==> config.mk <==
export PLATFORM = sky130hd
export DESIGN_NAME = board_store_analyzer_flat
export DESIGN_NICKNAME = d
export VERILOG_FILES = /design/src/rtl/board_pkg.sv /design/src/rtl/board_store_analyzer_if.sv /design/src/rtl/column_profile.sv /design/src/rtl/board_store_analyzer.sv /design/src/flat_wrapper.sv
export SDC_FILE = /design/constraint.sdc
export NUM_CORES = 1
export LEC_CHECK = 0
export CAP_MARGIN = 30
export CELL_PAD_IN_SITES_DETAIL_PLACEMENT = 1
export CELL_PAD_IN_SITES_GLOBAL_PLACEMENT = 2
export CORE_ASPECT_RATIO = 0.5
export CORE_MARGIN = 3
export CORE_UTILIZATION = 36
export DETAILED_ROUTE_END_ITERATION = 6
export PLACE_DENSITY = 0.88
export REMOVE_ABC_BUFFERS = 1
export SLEW_MARGIN = 20
export SYNTH_ARGS = -nofsm -noshare
export SYNTH_HDL_FRONTEND = slang
export SYNTH_SLANG_ARGS = --single-unit
==> constraint.sdc <==
create_clock -name clk -period 14 [get_ports clk]
set_input_delay 1.4 -clock clk [delete_from_list [all_inputs] [get_ports clk]]
set_output_delay 1.4 -clock clk [all_outputs]
set_load 0.02 [all_outputs]
==> src/rtl/board_pkg.sv <==
// ---------------------------------------------------------------------------
// board_pkg
// Shared defaults, width helpers, FSM state encodings and the metrics bundle
// for the board store / analyzer slice.
//   ROWS_DEF / COLS_DEF : default board geometry (20 x 10)
//   hw_of / sw_of       : height width and sum width for a given geometry
//   ST_*                : FSM state encodings (ST_CLEAR only reachable when
//                         BOARD_LINE_CLEAR_EN is defined)
//   metrics_t           : metric bundle sized for the default geometry
// ---------------------------------------------------------------------------
package board_pkg;

    localparam int ROWS_DEF = 20;
    localparam int COLS_DEF = 10;

    // Bits needed to hold a column height 0..rows.
    function automatic int hw_of(input int rows);
        return $clog2(rows + 1);
    endfunction

    // Bits needed to hold a whole-board sum 0..rows*cols.
    function automatic int sw_of(input int rows, input int cols);
        return $clog2(rows * cols + 1);
    endfunction

    typedef logic [2:0] state_t;

    localparam state_t ST_IDLE  = 3'd0;
    localparam state_t ST_SAVE  = 3'd1;
    localparam state_t ST_SCAN  = 3'd2;
    localparam state_t ST_DONE  = 3'd3;
    localparam state_t ST_CLEAR = 3'd4;

    localparam int HW_DEF = hw_of(ROWS_DEF);
    localparam int SW_DEF = sw_of(ROWS_DEF, COLS_DEF);

    typedef struct packed {
        logic [HW_DEF-1:0] max;
        logic [HW_DEF-1:0] rel;
        logic [SW_DEF-1:0] cum;
        logic [SW_DEF-1:0] rough;
        logic [SW_DEF-1:0] holes;
    } metrics_t;

endpackage

==> src/rtl/board_store_analyzer_if.sv <==
// ---------------------------------------------------------------------------
// board_store_analyzer_if
// Request/response bus between the placement controller / move evaluator
// (master) and board_store_analyzer (slave).
//   req_save, req_analy : requests, held by the master until ready
//   row_idx, row_info   : target row and data for a save
//   ready               : slave idle; a request is taken on this edge
//   resp, err           : one-cycle completion pulse and save-range error
//   req_clear           : line-clear request (BOARD_LINE_CLEAR_EN only)
// ---------------------------------------------------------------------------
interface board_store_analyzer_if #(
    parameter int COLS = 10,
    parameter int IDXW = 6
);
    logic            req_save;
    logic            req_analy;
    logic [IDXW-1:0] row_idx;
    logic [COLS-1:0] row_info;
    logic            ready;
    logic            resp;
    logic            err;
`ifdef BOARD_LINE_CLEAR_EN
    logic            req_clear;

    modport master (output req_save, req_analy, row_idx, row_info, req_clear,
                    input  ready, resp, err);
    modport slave  (input  req_save, req_analy, row_idx, row_info, req_clear,
                    output ready, resp, err);
`else
    modport master (output req_save, req_analy, row_idx, row_info,
                    input  ready, resp, err);
    modport slave  (input  req_save, req_analy, row_idx, row_info,
                    output ready, resp, err);
`endif
endinterface

==> src/rtl/column_profile.sv <==
// ---------------------------------------------------------------------------
// column_profile
// Combinational profile of one board column.
//   i_col    : ROWS bits, bit r = row r occupied (row 0 = bottom)
//   o_height : index of highest occupied row + 1, 0 for an empty column
//   o_holes  : empty cells below the column top
// ---------------------------------------------------------------------------
module column_profile
    import board_pkg::*;
#(
    parameter  int ROWS = ROWS_DEF,
    localparam int HW   = hw_of(ROWS)
) (
    input  logic [ROWS-1:0] i_col,
    output logic [HW-1:0]   o_height,
    output logic [HW-1:0]   o_holes
);

    logic [HW-1:0] w_ones;

    // Every occupied cell lies at or below the top, so holes = height - ones.
    always_comb begin
        o_height = '0;
        w_ones   = '0;
        for (int r = 0; r < ROWS; r++) begin
            if (i_col[r]) begin
                o_height = HW'(r + 1);
            end
            w_ones = w_ones + HW'(i_col[r]);
        end
        o_holes = o_height - w_ones;
    end

endmodule

==> src/rtl/board_store_analyzer.sv <==
// ---------------------------------------------------------------------------
// board_store_analyzer
// Holds a ROWS x COLS occupancy board, accepts single-row saves and computes
// placement heuristics with a column-serial scan (one column per cycle).
// Optional line clear is compiled in with macro BOARD_LINE_CLEAR_EN.
// Ports:
//   clk, rst_n        : clock, synchronous active-low reset
//   bus (slave)       : requests, row data, ready/resp/err handshake
//   board             : row r at [r*COLS +: COLS]
//   max_height, relative_height, cumulative_height, roughness, hole_count
//                     : metrics from the last completed scan
//   analy_valid       : metrics describe the current board
//   lines_cleared     : rows removed by the last clear (feature only)
// ---------------------------------------------------------------------------
module board_store_analyzer
    import board_pkg::*;
#(
    parameter  int ROWS = ROWS_DEF,
    parameter  int COLS = COLS_DEF,
    parameter  int IDXW = 6,
    localparam int HW   = hw_of(ROWS),
    localparam int SW   = sw_of(ROWS, COLS)
) (
    input  logic                   clk,
    input  logic                   rst_n,
    board_store_analyzer_if.slave  bus,
    output logic [ROWS*COLS-1:0]   board,
    output logic [HW-1:0]          max_height,
    output logic [HW-1:0]          relative_height,
    output logic [SW-1:0]          cumulative_height,
    output logic [SW-1:0]          roughness,
    output logic [SW-1:0]          hole_count,
    output logic                   analy_valid
`ifdef BOARD_LINE_CLEAR_EN
    ,
    output logic [HW-1:0]          lines_cleared
`endif
);

    localparam int CW = (COLS > 1) ? $clog2(COLS) : 1;

    state_t                     r_state;
    logic [ROWS-1:0][COLS-1:0]  r_board;
    logic [CW-1:0]              r_col;
    logic [HW-1:0]              r_acc_max, r_acc_min, r_h_prev;
    logic [SW-1:0]              r_acc_cum, r_acc_rough, r_acc_holes;
    logic [HW-1:0]              r_max, r_rel;
    logic [SW-1:0]              r_cum, r_rough, r_holes;
    logic                       r_resp, r_err, r_save_bad, r_valid;

    logic [ROWS-1:0]            w_col_bits;
    logic [HW-1:0]              w_h, w_holes;
    logic [HW:0]                w_diff;
    logic [HW-1:0]              w_absdiff;
    logic                       w_idle, w_idx_ok, w_acc_save, w_acc_analy;

    // Column currently being scanned, gathered across all rows.
    generate
        for (genvar gi = 0; gi < ROWS; gi++) begin : g_col
            assign w_col_bits[gi] = r_board[gi][r_col];
        end
    endgenerate

    column_profile #(.ROWS(ROWS)) u_profile (
        .i_col    (w_col_bits),
        .o_height (w_h),
        .o_holes  (w_holes)
    );

    // One extra bit carries the borrow so the sign of h - h_prev is known.
    assign w_diff    = {1'b0, w_h} - {1'b0, r_h_prev};
    assign w_absdiff = w_diff[HW] ? HW'(-w_diff) : w_diff[HW-1:0];

    assign w_idle     = (r_state == ST_IDLE);
    assign w_idx_ok   = (int'(bus.row_idx) < ROWS);
    assign w_acc_save = w_idle & bus.req_save;

`ifdef BOARD_LINE_CLEAR_EN
    logic                       w_acc_clear, w_rd_full;
    logic [COLS-1:0]            w_rd_row;
    logic [HW-1:0]              w_wr_final;
    logic [HW-1:0]              r_rd, r_wr, r_lines;

    assign w_acc_clear = w_idle & ~bus.req_save & bus.req_clear;
    assign w_acc_analy = w_idle & ~bus.req_save & ~bus.req_clear & bus.req_analy;

    always_comb begin
        w_rd_row = '0;
        for (int r = 0; r < ROWS; r++) begin
            if (r_rd == HW'(r)) begin
                w_rd_row = r_board[r];
            end
        end
    end

    assign w_rd_full     = &w_rd_row;
    // Write pointer after this cycle's copy; used for the final zero fill.
    assign w_wr_final    = w_rd_full ? r_wr : r_wr + 1'b1;
    assign lines_cleared = r_lines;
`else
    assign w_acc_analy = w_idle & ~bus.req_save & bus.req_analy;
`endif

    always_ff @(posedge clk) begin
        if (!rst_n) begin
            r_state     <= ST_IDLE;
            r_board     <= '0;
            r_col       <= '0;
            r_acc_max   <= '0;
            r_acc_min   <= '0;
            r_h_prev    <= '0;
            r_acc_cum   <= '0;
            r_acc_rough <= '0;
            r_acc_holes <= '0;
            r_max       <= '0;
            r_rel       <= '0;
            r_cum       <= '0;
            r_rough     <= '0;
            r_holes     <= '0;
            r_resp      <= 1'b0;
            r_err       <= 1'b0;
            r_save_bad  <= 1'b0;
            r_valid     <= 1'b0;
`ifdef BOARD_LINE_CLEAR_EN
            r_rd        <= '0;
            r_wr        <= '0;
            r_lines     <= '0;
`endif
        end else begin
            r_resp <= 1'b0;
            r_err  <= 1'b0;
            case (r_state)
                ST_IDLE: begin
                    if (w_acc_save) begin
                        // Out-of-range indices match no row, leaving the board intact.
                        for (int r = 0; r < ROWS; r++) begin
                            if (bus.row_idx == IDXW'(r)) begin
                                r_board[r] <= bus.row_info;
                            end
                        end
                        r_save_bad <= ~w_idx_ok;
                        r_state    <= ST_SAVE;
`ifdef BOARD_LINE_CLEAR_EN
                    end else if (w_acc_clear) begin
                        r_rd    <= '0;
                        r_wr    <= '0;
                        r_state <= ST_CLEAR;
`endif
                    end else if (w_acc_analy) begin
                        r_col       <= '0;
                        r_acc_max   <= '0;
                        r_acc_min   <= '0;
                        r_acc_cum   <= '0;
                        r_acc_rough <= '0;
                        r_acc_holes <= '0;
                        r_h_prev    <= '0;
                        r_state     <= ST_SCAN;
                    end
                end
                ST_SAVE: begin
                    r_resp  <= 1'b1;
                    r_err   <= r_save_bad;
                    r_valid <= 1'b0;
                    r_state <= ST_IDLE;
                end
                ST_SCAN: begin
                    if (r_col == '0) begin
                        // First column seeds max/min; roughness starts at column 1.
                        r_acc_max   <= w_h;
                        r_acc_min   <= w_h;
                        r_acc_cum   <= SW'(w_h);
                        r_acc_holes <= SW'(w_holes);
                        r_acc_rough <= '0;
                    end else begin
                        if (w_h > r_acc_max) r_acc_max <= w_h;
                        if (w_h < r_acc_min) r_acc_min <= w_h;
                        r_acc_cum   <= r_acc_cum + SW'(w_h);
                        r_acc_holes <= r_acc_holes + SW'(w_holes);
                        r_acc_rough <= r_acc_rough + SW'(w_absdiff);
                    end
                    r_h_prev <= w_h;
                    r_col    <= r_col + 1'b1;
                    if (r_col == CW'(COLS - 1)) begin
                        r_state <= ST_DONE;
                    end
                end
                ST_DONE: begin
                    r_max   <= r_acc_max;
                    r_rel   <= r_acc_max - r_acc_min;
                    r_cum   <= r_acc_cum;
                    r_rough <= r_acc_rough;
                    r_holes <= r_acc_holes;
                    r_valid <= 1'b1;
                    r_resp  <= 1'b1;
                    r_state <= ST_IDLE;
                end
`ifdef BOARD_LINE_CLEAR_EN
                ST_CLEAR: begin
                    // wr never passes rd, so copies only land on rows already read.
                    if (!w_rd_full) begin
                        for (int r = 0; r < ROWS; r++) begin
                            if (r_wr == HW'(r)) begin
                                r_board[r] <= w_rd_row;
                            end
                        end
                    end
                    r_rd <= r_rd + 1'b1;
                    r_wr <= w_wr_final;
                    if (r_rd == HW'(ROWS - 1)) begin
                        for (int r = 0; r < ROWS; r++) begin
                            if (HW'(r) >= w_wr_final) begin
                                r_board[r] <= '0;
                            end
                        end
                        r_lines <= HW'(ROWS) - w_wr_final;
                        r_resp  <= 1'b1;
                        r_valid <= 1'b0;
                        r_state <= ST_IDLE;
                    end
                end
`endif
                default: r_state <= ST_IDLE;
            endcase
        end
    end

    assign bus.ready         = w_idle;
    assign bus.resp          = r_resp;
    assign bus.err           = r_err;
    assign board             = r_board;
    assign max_height        = r_max;
    assign relative_height   = r_rel;
    assign cumulative_height = r_cum;
    assign roughness         = r_rough;
    assign hole_count        = r_holes;
    assign analy_valid       = r_valid;

endmodule

==> src/flat_wrapper.sv <==
// flat-port wrapper written by rule: the top's interface ports become plain ports
module board_store_analyzer_flat import board_pkg::*;
#(
    parameter  int ROWS = ROWS_DEF,
    parameter  int COLS = COLS_DEF,
    parameter  int IDXW = 6,
    localparam int HW   = hw_of(ROWS),
    localparam int SW   = sw_of(ROWS, COLS)
)
  (clk, rst_n, board, max_height, relative_height, cumulative_height, roughness, hole_count, analy_valid, bus_req_save, bus_req_analy, bus_row_idx, bus_row_info, bus_ready, bus_resp, bus_err);
  board_store_analyzer_if #(.COLS(COLS), .IDXW(IDXW)) bus_i ();
  input  logic clk;
  input  logic rst_n;
  output logic [ROWS*COLS-1:0] board;
  output logic [HW-1:0] max_height;
  output logic [HW-1:0] relative_height;
  output logic [SW-1:0] cumulative_height;
  output logic [SW-1:0] roughness;
  output logic [SW-1:0] hole_count;
  output logic analy_valid;
  input wire logic [$bits(bus_i.req_save)-1:0] bus_req_save;
  input wire logic [$bits(bus_i.req_analy)-1:0] bus_req_analy;
  input wire logic [$bits(bus_i.row_idx)-1:0] bus_row_idx;
  input wire logic [$bits(bus_i.row_info)-1:0] bus_row_info;
  output wire logic [$bits(bus_i.ready)-1:0] bus_ready;
  output wire logic [$bits(bus_i.resp)-1:0] bus_resp;
  output wire logic [$bits(bus_i.err)-1:0] bus_err;
  assign bus_i.req_save = bus_req_save;
  assign bus_i.req_analy = bus_req_analy;
  assign bus_i.row_idx = bus_row_idx;
  assign bus_i.row_info = bus_row_info;
  assign bus_ready = bus_i.ready;
  assign bus_resp = bus_i.resp;
  assign bus_err = bus_i.err;
  board_store_analyzer #(.ROWS(ROWS), .COLS(COLS), .IDXW(IDXW)) u_core (.clk(clk), .rst_n(rst_n), .bus(bus_i), .board(board), .max_height(max_height), .relative_height(relative_height), .cumulative_height(cumulative_height), .roughness(roughness), .hole_count(hole_count), .analy_valid(analy_valid));
endmodule
==> results of run 1 <==
layout by cell type (no fill, tap or decap), types with 6 or more instances in the layout:
cell / instances
nor2_2: 16
nand2b_1: 14
a22oi_1: 25
nand3_1: 17
and2_1: 12
dfxtp_1: 281
a21oi_1: 24
a21o_1: 15
xnor2_1: 20
a222oi_1: 6
mux2_2: 8
o21ai_1: 6
ha_1: 49
o21ai_0: 20
buf_4: 20
o21a_1: 11
clkinv_2: 11
nor2_1: 28
nor2b_1: 230
mux2i_1: 230
mux4_1: 8
mux4_2: 27
xor2_1: 15
clkdlybuf4s50_1: 256
nand2_1: 124
fa_1: 28
inv_1: 79
clkbuf_16: 28
a21boi_0: 37
how the worst max path moves through the flow:
stage / startpoint / slack, ns / end / cells past startpoint
floorplan: u_core.r_col[0] / 5.02 / u_core.r_acc_holes[7] / 26
global placement: u_core.r_col[0] / 5.34 / u_core.r_acc_holes[7] / 27
detailed placement: u_core.r_col[0] / 5.19 / u_core.r_acc_holes[7] / 27
CTS: u_core.r_col[0] / 5.15 / u_core.r_acc_holes[7] / 27
global route: u_core.r_col[0] / 4.59 / u_core.r_acc_holes[7] / 27
finish: u_core.r_col[0] / 5.20 / u_core.r_acc_holes[7] / 27
sequential cells by signal (all words and copies together), names as in the netlist:
name and count:
u_core.r_acc_rough 8, u_core.board 200, u_core.bus.resp 1, u_core.r_save_bad 1, u_core.r_acc_max 5, u_core.r_state 2
u_core.max_height 5, u_core.r_acc_holes 8, u_core.analy_valid 1, u_core.r_acc_min 5, u_core.relative_height 5, u_core.r_acc_cum 8
u_core.bus.err 1, u_core.r_col 4, u_core.r_h_prev 5, u_core.roughness 8, u_core.cumulative_height 8, u_core.hole_count 8
area by class of cell:
type	instances	share of cell area
inverter	81	0.0162
clock inverter	14	0.00903
timing repair buffer	279	0.146
multi-input combinational	1026	0.451
sequential	283	0.301
tap	530	0.0352
clock buffer	38	0.0418
power by group:
part	switching [uW]	total (uW)	internal (uW)
Combinational	144	259	114
Clock	343	795	452
Sequential	7.85	818	811
Total	495	1870	1380
logic make-up (layout without fill, tap and decap cells):
| family | Yosys count | in the layout | share of synthesized area |
|---|---|---|---|
| and+or+nand+nor | 461 | 461 | 0.169 |
| DFF | 283 | 283 | 0.381 |
| muxes | 273 | 273 | 0.216 |
| AOI/OAI and AO/OA | 179 | 179 | 0.0866 |
| buffers and inverters | 169 | 412 | 0.0481 |
| adders and majority gates | 78 | 78 | 0.0796 |
| xor gates and xnor gates | 35 | 35 | 0.0206 |
metrics by stage:
| step | std cells | area, um^2 | worst slack, ns | hold slack, ns | utilization |
|---|---|---|---|---|---|
| after floorplan | 1390 | 14500 | 5.02 | 0.435 | - |
| after global placement | 2197 | 17900 | 5.34 | 0.444 | 0.449 |
| after detailed placement | 2198 | 17900 | 5.19 | 0.461 | 0.449 |
| after CTS | 2250 | 18800 | 5.15 | 0.470 | 0.473 |
| after global routing | 2251 | 18800 | 4.59 | 0.489 | 0.473 |
| final | 2251 | 18800 | 5.20 | 0.464 | 0.473 |
critical path: stages (launching register included):
cell and delay, ns:
dfxtp_4 0.63, buf_4 0.66, mux4_1 0.63, a22oi_1 0.20, o21a_1 0.34, o211ai_1 0.16
a311o_1 0.41, a21oi_1 0.66, fa_1 0.53, inv_1 0.09, fa_1 0.22, fa_1 0.44
fa_1 0.49, inv_1 0.06, fa_1 0.50, fa_1 0.54, ha_1 0.33, a21o_1 0.16
a31o_1 0.21, a21oi_1 0.18, xnor2_1 0.14, ha_1 0.28, nor2b_1 0.14, o21ai_0 0.17
a21oi_1 0.12, nand3_1 0.14, xor2_1 0.14, nor2_1 0.05
per-layer routing:
| metal | GRT usage | wire (um) | up-vias | part of all wire |
|---|---|---|---|---|
| li1 | - | - | 5470 | - |
| met1 | 0.269 | 21100 | 5729 | 0.44 |
| met2 | 0.392 | 24300 | 147 | 0.51 |
| met3 | 0.0292 | 1280 | 54 | 0.027 |
| met4 | 0.0436 | 925 | 0 | 0.019 |
| met5 | 0 | 0 | - | 0 |
==> impl_metrics.yaml, run 1 <==
timing:
  clock.fmax_mhz: 114
  slew_headroom: 0.424
  final.setup_skew_ns: 0.0259
  hold_violations: 0
  worstMarginPinSlew_ns: 0.862
  rsz0062_at_grt: "no"
  min_period_ns: 8.80
  finalCritPeriodShare: 0.629
  finalSetupTns_ns: 0
  setup_viol_count_final: 0
  maxSlewViolCount: 0
yosys:
  yosysWarnings: 0
  yosys.area.top_type: "dfxtp_1"
  synth_most_common_cell: "dfxtp_1"
  synth.avg_cell_area_um2: 10.1
  synth-edff-count: 0
  synth_area_leaders: "dfxtp_1 38%, mux2i_1 15%, nor2b_1 9.7%"
  synth_commonest_cells: "283 x dfxtp_1, 230 x mux2i_1, 230 x nor2b_1"
  ys_async_sr_fraction: 0
  synthCells: 1478
  yosys.area.top_type_share: 0.381
  ys_types: 63
  syn_area_um2: 14900
  ys_dominant_reg_cell: "dfxtp_1"
  yosys_register_bits: 283
  yosysSeqAreaShare: 0.381
clocking:
  cts_buffers: 28
  cts_hold_buf: 0
  clk-insertion-delay-late_ns: 0.59
  clock-root-buffer: "clkbuf_16"
  htree_levels: 1
  ctsResizeCount: 0
  clockBufferDepth: 3
  numClockSinks: 283
  clkTransAtPathRegs_ns: 0.06
  cts_tree: "built"
  postCtsSetupBuffers: 0
routing:
  drc: 0
  routedWlPerCell_um: 21.2
  vias: 11400
  drt-initial-drc-count: 558
  vias_per_cell: 5.06
  first_pass_iters: 5
  wirelength_um: 47600
  ant_nets: 0
placed_design:
  dp_hpwl_um: 33600
  place.port_buffers: 257
  gp_congestion: 0.828
hold_path:
  hold_class: "flop to flop"
  hold-path-cell-count: 2
  holdPathEnd: "u_core.roughness[0]"
  min_from: "u_core.roughness[0]"
floorplan:
  num_rows: 51
  core_area_um2: 39800
  chipHeight_um: 150
  die_area_um2: 44000
  start_util: 0.374
  pin_count: 258
  die_x_um: 294
power:
  peakVddDrop_mv: 0.0867
  total_power_uw: 1870
  cellPowerDensity_nw_per_um2: 99.3
  cellLeakagePower_uw: 0.00665
critical_path:
  reg2regPathDepth: 27
  crit-reg2reg-launch: "u_core.r_col[0]"
  required_ns: 14.44
  path_max_fanout: 38
  cp-start-kind: "flop"
  r2r-end: "u_core.r_acc_holes[7]"
  worstSetupEndpointType: "flop"
  ff2ff_setup_slack_ns: 5.20
  cp.arrival_ns: 9.24
  crit_type: "flop to flop"
final_layout:
  fillers: 4463
  area_growth_pct: 26.7
  multiInputGateArea_um2: 8500
  drive_gt1_frac: 0.0808
  fin_nets: 1796
  seqCellArea_um2: 5670
  antenna_cells: 0
global_route:
  grt_first_pass_wirelength_um: 72900
  overflow: 0
  grt.total_usage: 0.213
  grt_pass1_vias: 12000
  antenna_found_initial: 0
  grt_max_degree: 135
job:
  cap_violations: 0
status:
  status: "complete, no violations"
No activity file was read; power rests on OpenSTA's default activity.
==> run 2: changes to the inputs <==
- CORE_UTILIZATION: 36 -> 34
- PLACE_DENSITY: 0.88 -> 0.84
- clock period: 14 -> 8.5 ns (I/O delays scaled with it)
==> impl_metrics.yaml, run 2 (synthesized netlist as in run 1, its figures left out) <==
placed_design:
  place_area_um2: 18000
  post-place-ws_ns: 0.479
  dp_hpwl_um: 34200
  place.port_buffers: 257
  gp_congestion: 0.852
global_route:
  busiest_layer: "met2"
  met2_usage: 0.364
  grt_first_pass_wirelength_um: 74500
  antenna_found_initial: 3
  grtUsageMet1: 0.263
  overflow: 0
  grt_max_degree: 116
  grt_util_met3: 0.0298
  grt.total_usage: 0.206
  grt_pass1_vias: 12000
timing:
  setup_viol_count_final: 0
  finalCritPeriodShare: 0.942
  maxSlewViolCount: 0
  clock.fmax_mhz: 125
  slew_headroom: 0.403
  fin_ws_ns: 0.494
  finalSetupTns_ns: 0
  rsz0062_at_grt: "no"
  min_period_ns: 8.01
  hold_violations: 0
  worstMarginPinSlew_ns: 0.883
  final.setup_skew_ns: 0.0191
critical_path:
  cp-start-kind: "flop"
  slowest_delay_ns: 0.74
  crit_type: "flop to flop"
  path_common_cell: "fa_1"
  crit_slowest_cell: "dfxtp_2"
  path_max_fanout: 21
  required_ns: 8.94
  cp.arrival_ns: 8.45
  worstSetupEndpointType: "flop"
floorplan:
  start_util: 0.349
  die_x_um: 302
  die_area_um2: 46500
  chipHeight_um: 154
  core_area_um2: 42600
  pin_count: 258
  num_rows: 53
clocking:
  htree_levels: 1
  clock-root-buffer: "clkbuf_16"
  clk-insertion-delay-late_ns: 0.58
  numClockSinks: 283
  clockBufferDepth: 3
  cts_tree: "built"
  clkTransAtPathRegs_ns: 0.06
  cts_buffers: 28
  cts_hold_buf: 0
final_layout:
  drive_gt1_frac: 0.0873
  final_cell_area_um2: 19000
  layout_commonest_cell: "dfxtp_1"
  fillers: 4768
  layout_common_cells: "281 x dfxtp_1, 256 x clkdlybuf4s50_1, 230 x mux2i_1, 230 x nor2b_1, 124 x nand2_1"
  postLayoutCoreUtil: 0.447
  multiInputGateArea_um2: 8500
  largest_reg_flops: 200
  area_growth_pct: 27.9
  fin_nets: 1808
  seqCellArea_um2: 5670
routing:
  vias: 11600
  drt-initial-drc-count: 633
  drc: 0
  wirelength_um: 48700
  vias_per_cell: 5.01
  first_pass_iters: 7
  ant_nets: 0
  routedWlPerCell_um: 21.1
power:
  cellPowerDensity_nw_per_um2: 164
  cellLeakagePower_uw: 0.00671
  peakVddDrop_mv: 0.154
  total_power_uw: 3130
status:
  status: "complete, no violations"
hold_path:
  hold_class: "flop to flop"
job:
  cap_violations: 0
run 2: final cells by class:
cell class                 instances  share of cell area
antenna                            3            0.000395
clock buffer                      33              0.0389
clock inverter                    16              0.0120
inverter                          81              0.0160
multi-input combinational       1026               0.447
sequential                       283               0.298
tap                              577              0.0379
timing repair buffer             291               0.150
run 2: power breakdown:
group          internal (uW)  switching [uW]  total [uW]
registers               1340            13.6        1350
clock network            775             576        1350
logic                    190             238         428
total                   2300             827        3130
run 2: timing repair:
| action | CTS | global route |
|---|---|---|
| gates resized for setup | 0 | 0 |
| endpoints found under the setup margin | 0 | 1 |
| setup buffers | 0 | 1 |
run 2: worst max-delay path, delay by kind of cell, from the launching register on:
kind                     cells  cell delay [ns]
adder cells (fa/ha/maj)      8             3.34
AO/OA/AOI/OAI                7             1.39
AND/OR/NAND/NOR              6             0.93
buffers and inverters        5             0.80
flip-flops                   1             0.74
multiplexers                 1             0.35
XOR/XNOR                     2             0.29
run 2: layer usage:
metal / share of wire / wire length (um)
met1: 0.45 / 21700
met2: 0.50 / 24300
met3: 0.031 / 1530
met4: 0.024 / 1150
met5: 0 / 0
run 2: worst paths after layout:
path / endpoint / cells past startpoint / startpoint / slack [ns]
setup / recovery: u_core.r_acc_holes[7] / 29 / u_core.r_col[1] / 0.49
setup reg to reg: u_core.r_acc_holes[7] / 29 / u_core.r_col[1] / 0.49
hold / removal: u_core.r_acc_min[2] / 2 / u_core.r_acc_min[2] / 0.46
hold reg to reg: u_core.r_acc_min[2] / 2 / u_core.r_acc_min[2] / 0.46
run 2: metrics by stage:
step / hold slack, ns / std cells
floorplan: 0.435 / 1390
global placement: 0.444 / 2256
detailed placement: 0.454 / 2257
CTS: 0.463 / 2306
global route: 0.493 / 2310
finish: 0.460 / 2310
